File: config.mk
export PLATFORM = sky130hd
export DESIGN_NAME = alu_result_serializer
export DESIGN_NICKNAME = d
export VERILOG_FILES = /design/src/rtl/alu_result_serializer.sv
export SDC_FILE = /design/constraint.sdc
export NUM_CORES = 1
export LEC_CHECK = 0
export BUFFER_PORTS_ARGS = -buffer_cell sky130_fd_sc_hd__buf_2
export CORE_ASPECT_RATIO = 1.5
export CORE_UTILIZATION = 30
export CTS_CLUSTER_DIAMETER = 30
export DETAILED_ROUTE_END_ITERATION = 8
export PLACE_DENSITY = 0.54
export SYNTH_ARGS = -nofsm -noshare
export SYNTH_HDL_FRONTEND = slang
export SYNTH_SLANG_ARGS = --single-unit
File: constraint.sdc
create_clock -name clk -period 6.5 [get_ports clk]
set_input_delay 0 -clock clk [delete_from_list [all_inputs] [get_ports clk]]
set_output_delay 0 -clock clk [all_outputs]
set_load 0.02 [all_outputs]
File: src/rtl/alu_result_serializer.sv
// Purpose: captures one ALU transaction and streams its results c..n, then an XOR checksum beat.
// Latency: first beat (idx 0) is valid the cycle after the capture handshake; one beat per cycle.
// Backpressure: a beat is held stable until out_ready; in_ready stays low for the whole frame.
module alu_result_serializer #(
    parameter int NUM_RES = 12,
    parameter int RES_W   = 7,
    parameter int OP_W    = 4,
    parameter int CNT_W   = 8
) (
    input  logic                     clk,
    input  logic                     rst,
    input  logic                     in_valid,
    output logic                     in_ready,
    input  logic [OP_W-1:0]          in_a,
    input  logic [OP_W-1:0]          in_b,
    input  logic [NUM_RES*RES_W-1:0] in_res,
    output logic                     out_valid,
    input  logic                     out_ready,
    output logic [RES_W-1:0]         out_data,
    output logic [3:0]               out_idx,
    output logic                     out_last,
    output logic [2*OP_W-1:0]        out_ops,
    output logic                     busy,
    output logic [CNT_W-1:0]         frame_cnt
);

    typedef enum logic [1:0] {IDLE, SEND, CKSUM} state_t;

    state_t                state_q;
    logic [RES_W-1:0]      res_q [NUM_RES];
    logic [RES_W-1:0]      cksum_q;
    logic [RES_W-1:0]      cksum_d;
    logic                  in_ready_q;
    logic                  busy_q;
    logic                  out_valid_q;
    logic [RES_W-1:0]      out_data_q;
    logic [3:0]            out_idx_q;
    logic [3:0]            idx_nxt_d;
    logic                  out_last_q;
    logic [2*OP_W-1:0]     out_ops_q;
    logic [CNT_W-1:0]      frame_cnt_q;

    // Checksum of the incoming result buses, folded in at capture time.
    always_comb begin
        cksum_d = '0;
        for (int i = 0; i < NUM_RES; i++) begin
            cksum_d = cksum_d ^ in_res[i*RES_W +: RES_W];
        end
    end

    assign idx_nxt_d = out_idx_q + 4'd1;

    // Frame FSM; every output is registered so the consumer sees glitch-free beats.
    always_ff @(posedge clk) begin
        if (rst) begin
            state_q     <= IDLE;
            cksum_q     <= '0;
            in_ready_q  <= 1'b1;
            busy_q      <= 1'b0;
            out_valid_q <= 1'b0;
            out_data_q  <= '0;
            out_idx_q   <= '0;
            out_last_q  <= 1'b0;
            out_ops_q   <= '0;
            frame_cnt_q <= '0;
        end else begin
            case (state_q)
                IDLE: begin
                    if (in_valid) begin
                        for (int i = 0; i < NUM_RES; i++) begin
                            res_q[i] <= in_res[i*RES_W +: RES_W];
                        end
                        cksum_q     <= cksum_d;
                        out_ops_q   <= {in_a, in_b};
                        // Beat 0 goes out straight from the input bus.
                        out_data_q  <= in_res[RES_W-1:0];
                        out_idx_q   <= '0;
                        out_last_q  <= 1'b0;
                        out_valid_q <= 1'b1;
                        in_ready_q  <= 1'b0;
                        busy_q      <= 1'b1;
                        state_q     <= SEND;
                    end
                end
                SEND: begin
                    if (out_ready) begin
                        if (out_idx_q == 4'(NUM_RES-1)) begin
                            out_idx_q  <= 4'(NUM_RES);
                            out_data_q <= cksum_q;
                            out_last_q <= 1'b1;
                            state_q    <= CKSUM;
                        end else begin
                            out_idx_q  <= idx_nxt_d;
                            out_data_q <= res_q[idx_nxt_d];
                        end
                    end
                end
                CKSUM: begin
                    if (out_ready) begin
                        frame_cnt_q <= frame_cnt_q + {{(CNT_W-1){1'b0}}, 1'b1};
                        out_valid_q <= 1'b0;
                        out_data_q  <= '0;
                        out_idx_q   <= '0;
                        out_last_q  <= 1'b0;
                        in_ready_q  <= 1'b1;
                        busy_q      <= 1'b0;
                        state_q     <= IDLE;
                    end
                end
                default: state_q <= IDLE;
            endcase
        end
    end

    assign in_ready  = in_ready_q;
    assign busy      = busy_q;
    assign out_valid = out_valid_q;
    assign out_data  = out_data_q;
    assign out_idx   = out_idx_q;
    assign out_last  = out_last_q;
    assign out_ops   = out_ops_q;
    assign frame_cnt = frame_cnt_q;

endmodule

Yosys cells after proc, flatten, opt, wreduce, memory -nomap -nowiden. Memory sizes are Yosys's and may differ from the RTL's. Index checks and enable logic that the tools add are counted.

Bits in registers: 39. Memory bits (writable): 84. Input port bits: 96. Logic and storage cells: 67. Memories kept: 1.

Memories: res_q (depth 12, bits a word 7, read ports 1, clocked after memory_dff 0, write ports 12, line 30) `logic [RES_W-1:0] res_q [NUM_RES];`.

$add $sub $neg: 2. Equality and inequality tests: 7. Mux-type cells: 28. Bitwise logic cells: 11. Reductions and logical operators: 9.

Operators by type and width (count): bitwise XOR 7 bit (11); two-way mux 7 bit (4); one-hot mux 7 bit (3 select lines) (1); two-way mux 4 bit (4); one-hot mux 4 bit (3 select lines) (1); two-way mux 1 bit (10); adder 8 x 1 -> 8 bit (second input constant) (1); two-way mux 2 bit (4); inequality test 2 bit (second input constant) (4); AND reduction 4 bit (2); one-hot mux 2 bit (3 select lines) (1); AND reduction 5 bit (1); adder 4 x 1 -> 4 bit (second input constant) (1); equality test 4 bit (second input constant) (1); one-hot mux 1 bit (2 select lines) (2); AND reduction 2 bit (2); one-hot mux 1 bit (3 select lines) (1); AND reduction 3 bit (1); nonzero test 3 bit (1); equality test 2 x 1 -> 1 bit (second input constant) (1); equality test 2 bit (second input constant) (1); logical NOT 2 bit (1); nonzero test 2 bit (1).

Logic depth before layout (Yosys ltp). Gate-level depths: netlist of run 1.

Word-level depth: 11. Gate-level depth with buffers: 8. Depth with buffers taken out: 7.

Least setup slack after synthesis of run 1. Ideal clock, no wire load.

Kind: register to register. From: reg state_q[0]. To: mem res_q[0][0] (enable). Library setup time: 0.527 ns. Data arrival time: 4.290 ns. Data required time: 5.973 ns. Setup slack: 1.682 ns. Stages on the path, launching flop included: 5. Path buffers: 0. Path through: dfxtp_1 > inv_1 > ha_1 > nand2_1 > nor2_1.

RTL lines: from (decl) (line 29) `state_t state_q;`; from (signal assigned) (line 56) `state_q <= IDLE;`; from (signal assigned) (line 82) `state_q <= SEND;`; from (signal assigned) (line 91) `state_q <= CKSUM;`; to (decl) (line 30).

Worst setup path in the final report of run 1.
From: reg out_idx_q[0], in the netlist out_idx[0]. To: reg out_data_q[5], in the netlist out_data[5].

Cells in the longest elaborated chain, start to end: 5. Elaborated cells on any way between the ends: 6.

Ends and longest elaborated chain: from (decl) (line 37) `logic [3:0] out_idx_q;`; from (signal assigned) (line 88) `out_idx_q <= 4'(NUM_RES);`; from (signal assigned) (line 93) `out_idx_q <= idx_nxt_d;`; adder 4 x 1 -> 4 bit (line 51) `assign idx_nxt_d = out_idx_q + 4'd1;`; memory read (12 x 7 bit); two-way mux 7 bit (*) (line 87) `if (out_idx_q == 4'(NUM_RES-1)) begin`; two-way mux 7 bit (*) (line 86) `if (out_ready) begin`; one-hot mux 7 bit (3 select lines) (*) (line 67) `case (state_q)`; to (signal assigned) (line 76) `out_data_q <= in_res[RES_W-1:0];`; to (signal assigned) (line 89) `out_data_q <= cksum_q;`; to (signal assigned) (line 94) `out_data_q <= res_q[idx_nxt_d];`; to (decl) (line 36) `logic [RES_W-1:0] out_data_q;`.

Every way passes the cells marked *; elsewhere a longest branch is shown, timed or not. The select of a mux whose other input is x is not followed. A chain may end at the register's enable or synchronous reset.

==> results list, run 1 <==
* Outcome: finished, final reports clean
- Die extent in x: 114 um
- Worst path slowest cell: sky130_fd_sc_hd__ha_2
- Entering global routing, the biggest net connects 85 pins.
- By startpoint and endpoint, the worst setup path is classified as reg2reg.
* Count of distinct cell types in the synthesized netlist: 40
- In this run the core area contains 61 standard-cell rows.
- In this run the worst path has a maximum fanout of 36.
* Number of synthesized register bits: 123
- H-tree level count: 4
- CTS root buf: sky130_fd_sc_hd__clkbuf_16
- Initial cell density of the core: 0.306
- The share of the Yosys chip area taken by registers is 0.585.
- The routed design could run at a clock period as short as 3020 ps.
* Most common flop cell mapped by yosys: sky130_fd_sc_hd__edfxtp_1
- GRT overflow: 0
- Total power divided by cell area: 355 nW/um2
* Slowest stage delay, CP: 1000 ps
- Syn-to-layout area delta: 42.5%
* Share of final-layout standard cells stronger than drive strength 1: 0.250
* Final setup viols: 0
- Fmax: 331 MHz
- Aggregate routed wire length: 14400 um
* Category of the worst setup path capture point: register
- Clock-pin transition on the worst setup and hold timing paths: 50 ps
- STA classifies the critical path startpoint as a register.
- First-pass iteration count of the detailed router: 4
- The die is 170 um tall.
* Unrepaired setup endpoints after global routing: false
- At the end of the flow, the number of nets in the layout was 765.
- EDFF count, synth: 84
* Slew @ Worst Pin: 1050 ps
- In the routed layout, each cell is associated on average with a via count of 4.53.
- WL/cell: 15.5 um
- Antenna diode instance count: 0
* VDD IR-drop max: 215 uV
- Fraction of synthesis flops using an asynchronous set or reset pin: 0
- TritonCTS built the clock tree.
* Worst slack after detailed placement: 3400 ps
- Number of vias in the routed layout: 4201
* Max-slew headroom at the worst pin: 0.298
* Leakage: 2.97 nW
- Summed instance area of the synthesized netlist: 5650 um2
- Across the run, the number of max-cap violations was 0.
- Remaining DRCs: 0
- Summed over all failing endpoints, the final setup total negative slack is 0 ps.
- The clock net in this run drives a total of 123 sinks.
- The floorplan step defined a die boundary enclosing 19400 um2.
- Ratio of final minimum period to clock period: 0.465
- The number of hold violations in the final report came to 0.
- Aggregate global-route resource usage: 0.155
- Synthesized area per cell: 12.8 um2
* Number of antenna violations at the first check in global routing: 0
- Remaining number of nets flagged by the antenna check after routing: 0
- Max Slew Vio Count: 0
- In this run, the number of DRC markers left after iteration 0 of detailed routing was 181.
* Data arrival time of the critical path: 3330 ps
* Non-filler cells, final: 927
- Maximum number of buffers from clock root to sink: 2
- Count of warnings emitted by yosys: 0
* Global-route wire length before repair: 22400 um
* HPWL after detailed placement: 9670 um
- Number of buffers added on ports: 126
- Core outline area: 18500 um2
* Setup slack of the critical path after layout: 3480 ps
- Overall power after layout: 2.86 mW
* CTS buffer count: 17
- Path category of the worst min-delay check: in2reg
- Counting every net in the synthesized netlist gives 546.
- Worst path cell trace: ha_2, mux2i_1, a221oi_4, a21oi_2, a2111oi_2
- Once placement completed, the tool counted placed cells totaling 802.
- The via count of the first global-routing pass was 4369.
* Clk_lat worst skew: 410 ps
* Final worst clock skew: 6.74 ps
- The number of setup buffers added after CTS is 0.
- Ports: 127
* Required time at the worst-slack endpoint: 6800 ps
* Synth Instances: 443
- RePlAce Congestion: 0.771
==> layout by cell type, fill, tap and decap left out, types with 2 or more instances in the layout <==
master                          instances
sky130_fd_sc_hd__clkinvlp_4             4
sky130_fd_sc_hd__nor2_1                22
sky130_fd_sc_hd__a21oi_1               20
sky130_fd_sc_hd__clkbuf_1               3
sky130_fd_sc_hd__mux2i_1               30
sky130_fd_sc_hd__clkinv_2               2
sky130_fd_sc_hd__buf_2                126
sky130_fd_sc_hd__nand4_1                4
sky130_fd_sc_hd__o21ai_0               18
sky130_fd_sc_hd__edfxtp_1              84
sky130_fd_sc_hd__a22oi_1                7
sky130_fd_sc_hd__nor2b_1                2
sky130_fd_sc_hd__xnor2_1               79
sky130_fd_sc_hd__a211oi_1              13
sky130_fd_sc_hd__dfxtp_1               39
sky130_fd_sc_hd__clkbuf_16             17
sky130_fd_sc_hd__ha_1                   6
sky130_fd_sc_hd__bufinv_16              4
sky130_fd_sc_hd__dlygate4sd3_1         93
sky130_fd_sc_hd__nand3_1                8
sky130_fd_sc_hd__mux4_2                 7
sky130_fd_sc_hd__and2_1                 3
sky130_fd_sc_hd__or3_1                  2
sky130_fd_sc_hd__xor2_1                 4
sky130_fd_sc_hd__a221oi_1              13
sky130_fd_sc_hd__nand2_1               38
sky130_fd_sc_hd__inv_1                  6
==> through the flow <==
step           utilization  hold slack, ps  area, um2
2_1_floorplan            -            98.9       5650
3_5_place_dp         0.353             205       6510
4_1_cts              0.436            91.9       8050
3_3_place_gp         0.353             206       6510
5_1_grt              0.436             155       8050
6_report             0.436             111       8050
==> final cells by class <==
type                    instances  area (um2)
fillers                      1748       10400
clock buffers                  20         437
clock inverters                12         173
multi-input cells             294        2230
well taps                     252         315
inverters                       6        22.5
flip-flops and latches        123        3300
repair buffers                220        1570
==> per-layer routing <==
metal	GRT usage	vias up	wire length [um]
li1	-	2064	-
met1	0.165	2019	5540
met2	0.295	104	8170
met3	0.0303	14	430
met4	0.0565	0	222
met5	0	-	0
==> worst paths after layout <==
kind | startpoint | endpoint | slack [ps] | cells past startpoint
worst max-delay path | out_idx[0] | out_data[5] | 3480 | 5
worst min register to register | out_ops[1] | out_ops[1] | 460 | 2
worst max register to register | out_idx[0] | out_data[5] | 3480 | 5
worst min-delay path | in_valid | state_q[1] | 110 | 3
==> synthesized netlist by cell type (2+ instances only) <==
cell type	instances	area [um2]
sky130_fd_sc_hd__dfxtp_1	39	781
sky130_fd_sc_hd__buf_4	3	22.5
sky130_fd_sc_hd__a21oi_1	20	100
sky130_fd_sc_hd__inv_1	6	22.5
sky130_fd_sc_hd__a211oi_1	13	97.6
sky130_fd_sc_hd__a22oi_1	7	52.6
sky130_fd_sc_hd__nand3_1	8	40.0
sky130_fd_sc_hd__nor2b_1	2	12.5
sky130_fd_sc_hd__mux2i_1	30	300
sky130_fd_sc_hd__nand2_1	38	143
sky130_fd_sc_hd__ha_1	7	87.6
sky130_fd_sc_hd__nor2_1	23	86.3
sky130_fd_sc_hd__edfxtp_1	84	2520
sky130_fd_sc_hd__mux4_2	7	158
sky130_fd_sc_hd__or3_1	2	12.5
sky130_fd_sc_hd__buf_2	7	35.0
sky130_fd_sc_hd__a221oi_1	13	114
sky130_fd_sc_hd__nand4_1	4	25.0
sky130_fd_sc_hd__xor2_1	4	35.0
sky130_fd_sc_hd__o21ai_0	18	90.1
sky130_fd_sc_hd__and2_1	3	18.8
sky130_fd_sc_hd__clkbuf_1	9	33.8
sky130_fd_sc_hd__xnor2_1	79	692
==> flip-flops by register name, summed over array words and instances, names as in the netlist <==
name       flops
res_q         84
out_ops        8
out_data       7
cksum_q        7
out_idx        4
out_valid      1
state_q        2
in_ready       1
out_last       1
frame_cnt      8
==> where the power goes <==
group,leakage (nW),internal [mW],switching (mW),total [mW]
registers,1.10,0.986,0.0734,1.06
logic,1.59,0.342,0.482,0.824
clock network,0.284,0.638,0.335,0.973
==> worst max-delay path: cells and delay by family, from the launching register on <==
family	cells	cell delay, ps
adder cells (fa/ha/maj)	1	1000
flip-flops	1	900
multiplexers	1	280
AO/OA/AOI/OAI	3	720
==> logic make-up (layout without fill, tap and decap cells) <==
kind of cell    Yosys count  after routing  synth area share
compound gates           79             79            0.0968
flops                   123            123             0.585
fa+ha+maj                 7              7            0.0155
simple gates             87             87            0.0684
xor+xnor                 84             84             0.132
mux                      37             37            0.0810
buf+inv                  26            258            0.0221
==> repair_timing <==
item | 4_1_cts | 5_1_grt
hold buffers | 93 | 0
endpoints found under the hold margin | 94 | 0
gates resized for setup | 0 | 0
(Power assumes the default switching activity.)
==> run 2, diff against run 1 <==
==> constraint.sdc (replaced) <==
create_clock -name clk -period 3.1 [get_ports clk]
set_input_delay 0 -clock clk [delete_from_list [all_inputs] [get_ports clk]]
set_output_delay 0 -clock clk [all_outputs]
set_load 0.02 [all_outputs]
==> run 2 against run 1 <==
Effect of this change: the run now ends with design-rule violations left; critical path type unchanged; largest cell class unchanged; largest power group unchanged; via count hardly changed; critical path depth is 2 higher; combinational power is 120% higher; final area is 0.99% higher; sequential cell count stayed put.
==> results list, run 2 (synthesized netlist as in run 1, its figures left out) <==
- The routed via count was 4203 (was 4201).
* Count of endpoints failing hold in the final timing report: 0 (unchanged)
- The number of pins exceeding their max-slew limit in the final report came to 0 (unchanged).
- Post-route worst hold slack: 84.9 ps (was 111 ps)
* H-tree level count: 4 (unchanged)
* Die extent in x: 114 um (unchanged)
- The average wire length per cell after detail routing is 15.5 um (about the same).
- The relative contribution of sequential cells to total power came to 0.362 (was 0.371).
- The worst-case clock skew was 8.39 ps (was 6.74 ps).
* Cell Rows: 61 (unchanged)
* RePlAce Congestion: 0.758 (was 0.771)
* VDD IR-drop max: 370 uV (was 215 uV)
- Required time at the worst-slack endpoint: 3350 ps (was 6800 ps)
- CTS buffer count: 17 (unchanged)
- Detailed-route vias per instance: 4.50 (was 4.53)
* Fin nets: 771 (was 765)
- Worst R2R End: out_data[4] (was out_data[5])
- Via count of the first global-routing pass: 4228 (was 4369)
- GRT Max-Usage Layer: met2 (unchanged)
- The total inserted antenna cells was 0 (unchanged).
* Crit Path Class: reg2reg (unchanged)
- The post-DP HPWL was 9920 um (was 9670 um).
* GRT overflow: 0 (unchanged)
- Clk_lat worst skew: 410 ps (about the same)
- Fin crit period: 2270 ps (was 3020 ps)
- Data arrival time of the critical path: 2520 ps (was 3330 ps)
- Cell depth of the worst flop-to-flop path: 7 (was 5)
- TritonCTS clock tree: done (unchanged)
- Category of the worst setup path capture point: register (unchanged)
* Total power divided by cell area: 740 nW/um2 (was 355 nW/um2)
* Core outline area: 18500 um2 (unchanged)
- The fraction of met2 tracks used by global routing was 0.287 (was 0.295).
* Part of the power in the clock network: 0.339 (was 0.341)
- Post-CTS repair timing setup buffer count: 0 (unchanged)
- Commonest non-fill, non-tap cells in the layout: 126 x sky130_fd_sc_hd__buf_2, 93 x sky130_fd_sc_hd__dlygate4sd3_1, 84 x sky130_fd_sc_hd__edfxtp_1 (unchanged).
- The path category of the worst min-delay check was in2reg (unchanged).
- The register clock-pin slew on the reported worst setup and hold paths came to 60 ps (was 50 ps).
- The register with the highest flop count was res_q (unchanged).
* GR Layer Usage met3: 0.0249 (was 0.0303)
- Remaining number of nets flagged by the antenna check after routing: 0 (unchanged)
- The checks that failed: design-rule violations.
* Cells after DPL: 808 (was 802)
- The highest clock rate was 440 MHz (was 331 MHz).
* # Max-Cap Violations: 0 (unchanged)
- The aggregate global-route resource usage was 0.152 (was 0.155).
* Ratio of final minimum period to clock period: 0.733 (was 0.465)
* R2r startpoint: state_q[0] (was out_idx[0])
- Syn-to-layout area delta: 43.9% (was 42.5%)
- Setup slack of the critical path after layout: 827 ps (was 3480 ps)
* Initial cell density of the core: 0.306 (unchanged)
- Final total negative setup slack: 0 ps (unchanged)
- Critical path endpoint: out_data[4] (was out_data[5])
- The number of remaining DRC errors was 2 (was 0).
- The switching part of the total was 0.315 (was 0.312).
- Total die area: 19400 um2 (unchanged)
- Clock tree sinks: 123 (unchanged)
- The actual transition at the worst max-transition pin is 915 ps (was 1050 ps).
* Outcome: finished, violations left (was finished, final reports clean)
- Final setup viols: 0 (unchanged)
- The maximum number of pins on one net before global-route repair was 43 (was 85).
* Combinational power share: 0.298 (was 0.288)
- The wire length of the first global-routing pass was 22100 um (was 22400 um).
- The clock root buffer was sky130_fd_sc_hd__clkbuf_16 (unchanged).
* Unrepaired setup endpoints after global routing: false (unchanged)
- The leakage dissipation was 3.02 nW (was 2.97 nW).
- The maximum fanout count along the critical path is 17 (was 36).
- Leading cell type in the layout, fill and taps excluded: sky130_fd_sc_hd__buf_2 (unchanged)
- Layout Cell Area excl Fill: 8130 um2 (was 8050 um2)
* CTS Hold Buffers Added: 93 (unchanged)
- Setup slack, reg-to-reg: 830 ps (was 3480 ps)
- Aggregate routed wire length: 14400 um (about the same)
- Met1 Usage GRT: 0.165 (about the same)
- First-pass iteration count of the detailed router: 6 (was 4)
- First-iteration detailed-routing DRC count: 199 (was 181)
- The worst slew margin relative to its limit is 0.388 (was 0.298).
* Non-filler cells, final: 933 (was 927)
- Number of antenna violations at the first check in global routing: 0 (unchanged)
- The worst setup slack after placement is 802 ps (was 3400 ps).
- The vertical extent of the die came to 170 um (unchanged).
- The fraction of layout cells with a size suffix above 1 came to 0.261 (was 0.250).
- The cell-internal power was 4.13 mW (was 1.97 mW).
* Maximum number of buffers from clock root to sink: 2 (unchanged)
* Element type at the critical path start: register (unchanged)
- The worst hold path cell count was 3 (unchanged).
- The count of boundary I/O pins is 127 (unchanged).
* Utilization after layout: 0.440 (was 0.436)
- The instance area at placement came to 6580 um2 (was 6510 um2).
* Net switching power: 1.89 mW (was 0.890 mW)
* Number of buffers added on ports: 126 (unchanged)
- The number of gates resized after CTS was 0 (unchanged).
* Max FFs per register: 84 (unchanged)
- The startpoint of the worst setup timing path is state_q[0] (was out_idx[0]).
- The total power consumption of the routed design came to 6.02 mW (was 2.86 mW).
==> run 2: changes by cell type in the layout (fill, tap and decap cells not counted), sizes merged <==
cell      before  now
buf          127  133
bufinv         4    3
clkinv         4    5
clkinvlp       4    2
inv            6    8
==> run 2: power groups by stage <==
stage	registers [mW]	logic [mW]	clock network, mW
final	2.18	1.80	2.04
after global routing	2.21	1.97	2.15
after CTS	2.19	1.83	2.09
after detailed placement	2.22	1.73	0
after global placement	2.21	1.69	0
after floorplan	2.29	1.11	0
==> run 2: critical path, stage by stage, from the launching register on <==
cell and delay, ps:
sky130_fd_sc_hd__dfxtp_1 380, sky130_fd_sc_hd__inv_1 100, sky130_fd_sc_hd__ha_1 230, sky130_fd_sc_hd__nand2b_1 190
sky130_fd_sc_hd__o211a_1 500, sky130_fd_sc_hd__nand2_1 280, sky130_fd_sc_hd__a221oi_1 310, sky130_fd_sc_hd__a211oi_1 130
==> run 2: worst min-delay path by stage <==
stage | endpoint | slack (ps) | startpoint
2_1_floorplan | res_q[0][0] | 100 | in_res[0]
3_3_place_gp | res_q[1][6] | 210 | in_res[13]
3_5_place_dp | res_q[1][6] | 210 | in_res[13]
4_1_cts | out_last | 60 | in_valid
5_1_grt | out_last | 120 | in_valid
6_report | out_last | 80 | in_valid
==> run 2: area by class of cell <==
cell class              instances  area [um2]
flip-flops and latches        123        3300
repair buffers                226        1640
well taps                     252         315
clock buffers                  20         457
clock inverters                12         163
fillers                      1748       10300
inverters                       6        22.5
multi-input cells             294        2230
==> run 2: metal layers <==
metal  routed length, um  vias to the layer above
li1                    -                     2069
met1                5530                     2007
met2                8220                      107
met3                 366                       20
met4                 312                        0
met5                   0                        -
==> run 3, diff against run 2 <==
==> constraint.sdc (replaced) <==
create_clock -name clk -period 2.1 [get_ports clk]
set_input_delay 0 -clock clk [delete_from_list [all_inputs] [get_ports clk]]
set_output_delay 0 -clock clk [all_outputs]
set_load 0.02 [all_outputs]
==> run 3 against run 2 <==
Effect of this change: the run now ends clean; sequential power up 48%; utilization up 0.51 points; sequential cell count unchanged; global-route usage up 0.54 points; clock power up 50%; worst setup slack worse by 620 ps; die area unchanged; routed wire length up 0.97%; fmax up 20%; count of clock-buffer cells in the layout unchanged; clock skew down 2.3 ps; largest cell class unchanged.
==> results list, run 3 (synthesized netlist as in run 1, its figures left out) <==
- The number of clock buffers inserted by TritonCTS is 17 (unchanged).
* # Max-Cap Violations: 0 (unchanged)
* Register ranked first by flip-flop count: res_q (unchanged)
- The power per cell area was 1110 nW/um2 (was 740 nW/um2).
* Final worst clock skew: 6.08 ps (was 8.39 ps)
- Number of cells on the worst hold path: 4 (was 3)
- The maximum fanout count along the critical path is 10 (was 17).
- The number of pins exceeding their max-slew limit in the final report is 0 (unchanged).
- Ports: 127 (unchanged)
- The starting density of the core came to 0.306 (unchanged).
- The biggest cell delay along the critical path came to 520 ps (was 500 ps).
- The level count of the clock H-tree is 4 (unchanged).
- HPWL after detailed placement: 9950 um (was 9920 um)
* CP Launch Point: out_idx[1] (was state_q[0])
* Fin nets: 780 (was 771)
- CTS root buf: sky130_fd_sc_hd__clkbuf_16 (unchanged)
* Aggregate routed wire length: 14600 um (was 14400 um)
- Worst path cell trace: ha_2, buf_4, mux4_2, a221oi_1, a211oi_1 (was inv_1, ha_1, nand2b_1, o211a_1, nand2_1, a221oi_1, a211oi_1).
- Syn-to-layout area delta: 45.6% (was 43.9%)
- The worst hold path startpoint was in_valid (unchanged).
* Final setup viols: 0 (unchanged)
- Remaining number of nets flagged by the antenna check after routing: 0 (unchanged)
- The number of buffers on the longest clock path was 2 (unchanged).
- The launch instance of the worst register-to-register path is out_idx[1] (was state_q[0]).
- Cell depth of the worst flop-to-flop path: 5 (was 7)
- Count of endpoints failing hold in the final timing report: 0 (unchanged)
- Commonest non-fill, non-tap cells in the layout: 126 x sky130_fd_sc_hd__buf_2, 93 x sky130_fd_sc_hd__dlygate4sd3_1, 84 x sky130_fd_sc_hd__edfxtp_1 (unchanged)
- The worst setup slack after placement was 180 ps (was 802 ps).
- Maximum number of pins on one net before global-route repair: 85 (was 43)
- Fill cells: 1706 (was 1748)
- Cells resized by post-CTS repair: 0 (unchanged)
- Share of final-layout standard cells stronger than drive strength 1: 0.269 (was 0.261)
- The worst setup slack after layout was 202 ps (was 827 ps).
- The register clock-pin slew on the reported worst setup and hold paths was 50 ps (was 60 ps).
* Leading cell type in the layout, fill and taps excluded: sky130_fd_sc_hd__buf_2 (unchanged)
* Outcome: finished, final reports clean (was finished, violations left)
- The total number of placement rows is 61 (unchanged).
* First-pass iteration count of the detailed router: 4 (was 6)
- Element type at the critical path start: register (unchanged)
- The global placer's final weighted congestion came to 0.778 (was 0.758).
* Core outline area: 18500 um2 (unchanged)
- Data arrival time of the critical path: 2170 ps (was 2520 ps)
- The final global-route overflow total was 0 (unchanged).
* Number of antenna violations at the first check in global routing: 0 (unchanged)
* Category of the worst setup path capture point: register (unchanged)
- Fmax: 527 MHz (was 440 MHz)
- The final critical-path required period is 1900 ps (was 2270 ps).
* VDD IR-drop max: 654 uV (was 370 uV)
- Die extent in x: 114 um (unchanged)
* Max FFs per register: 84 (unchanged)
- The worst endpoint required time came to 2380 ps (was 3350 ps).
- The via density per instance came to 4.63 (was 4.50).
- Worst path slowest cell: sky130_fd_sc_hd__ha_2 (was sky130_fd_sc_hd__o211a_1)
- Clock tree sinks: 123 (unchanged)
- Clk_lat worst skew: 410 ps (about the same)
- TritonCTS clock tree: done (unchanged)
- The average wire length per cell after detail routing is 15.5 um (about the same).
- Post-route worst hold slack: 16.5 ps (was 84.9 ps)
- Path category of the worst min-delay check: in2reg (unchanged)
- The via count of the first global-routing pass is 4441 (was 4228).
- Ratio of final minimum period to clock period: 0.904 (was 0.733)
* Remaining DRCs: 0 (was 2)
* Aggregate global-route resource usage: 0.158 (was 0.152)
- The initial detailed-routing violation count came to 235 (was 199).
* Crit Path Class: reg2reg (unchanged)
- Unrepaired setup endpoints after global routing: false (unchanged)
- Leakage: 3.07 nW (was 3.02 nW)
- The routed via count came to 4357 (was 4203).
* Number of buffers added on ports: 126 (unchanged)
* Die Ht: 170 um (unchanged)
- Max-slew headroom at the worst pin: 0.483 (was 0.388)
- The wire length of the first global-routing pass was 22700 um (was 22100 um).
- Final total negative setup slack: 0 ps (unchanged)
- The total inserted antenna cells was 0 (unchanged).
- The die footprint is 19400 um2 (unchanged).
- Slew @ Worst Pin: 772 ps (was 915 ps)
[run 3: cell count changes in the layout (fill, tap and decap cells not counted), sizes merged]
cell and delta:
buf +9, bufinv +2, clkinvlp -2, inv -2
clkinv +1
[run 3: where the power goes]
group / switching (mW) / leakage, nW / internal (mW)
combinational: 1.59 / 1.68 / 1.21
clock: 0.991 / 0.298 / 2.08
sequential: 0.185 / 1.10 / 3.05
total: 2.76 / 3.07 / 6.34
[run 3: metal layers]
metal	vias to the layer above	part of all wire	track usage
met5	-	0	0
met4	0	0.039	0.0858
met3	34	0.041	0.0342
met2	155	0.54	0.288
met1	2072	0.38	0.167
li1	2096	-	-
[run 3: path summary, 6_finish.rpt]
| kind | slack (ps) | to |
|---|---|---|
| max | 200 | out_data[4] |
| min | 20 | out_ops[2] |
| min reg2reg | 450 | out_ops[3] |
| max reg2reg | 200 | out_data[4] |
[run 3: cell type report]
cell class,count,area (um2),area share
Timing Repair Buffer,235,1720,0.209
Clock inverter,11,175,0.0213
Multi-Input combinational cell,294,2250,0.274
Clock buffer,20,437,0.0531
Tap cell,252,315,0.0383
Sequential cell,123,3300,0.402
Inverter,6,22.5,0.00274
[run 3: what timing repair did]
action	4_1_cts	5_1_grt
hold buffers	93	0
hold endpoints to repair	95	0
setup buffers	0	0
[run 3: stage by stage]
step / utilization / cells / area, um2 / power [mW]
after floorplan: - / 443 / 5680 / 5.08
final: 0.445 / 941 / 8230 / 9.10
after global routing: 0.445 / 941 / 8230 / 9.58
after CTS: 0.445 / 941 / 8230 / 9.22
after global placement: 0.362 / 817 / 6680 / 5.91
after detailed placement: 0.362 / 817 / 6680 / 5.99
[run 3: critical path, delay by kind of cell, from the launching register on]
| kind | cells | cell delay, ps |
|---|---|---|
| fa+ha+maj | 1 | 520 |
| flops | 1 | 320 |
| mux | 1 | 300 |
| buf+inv | 1 | 240 |
| compound gates | 2 | 390 |
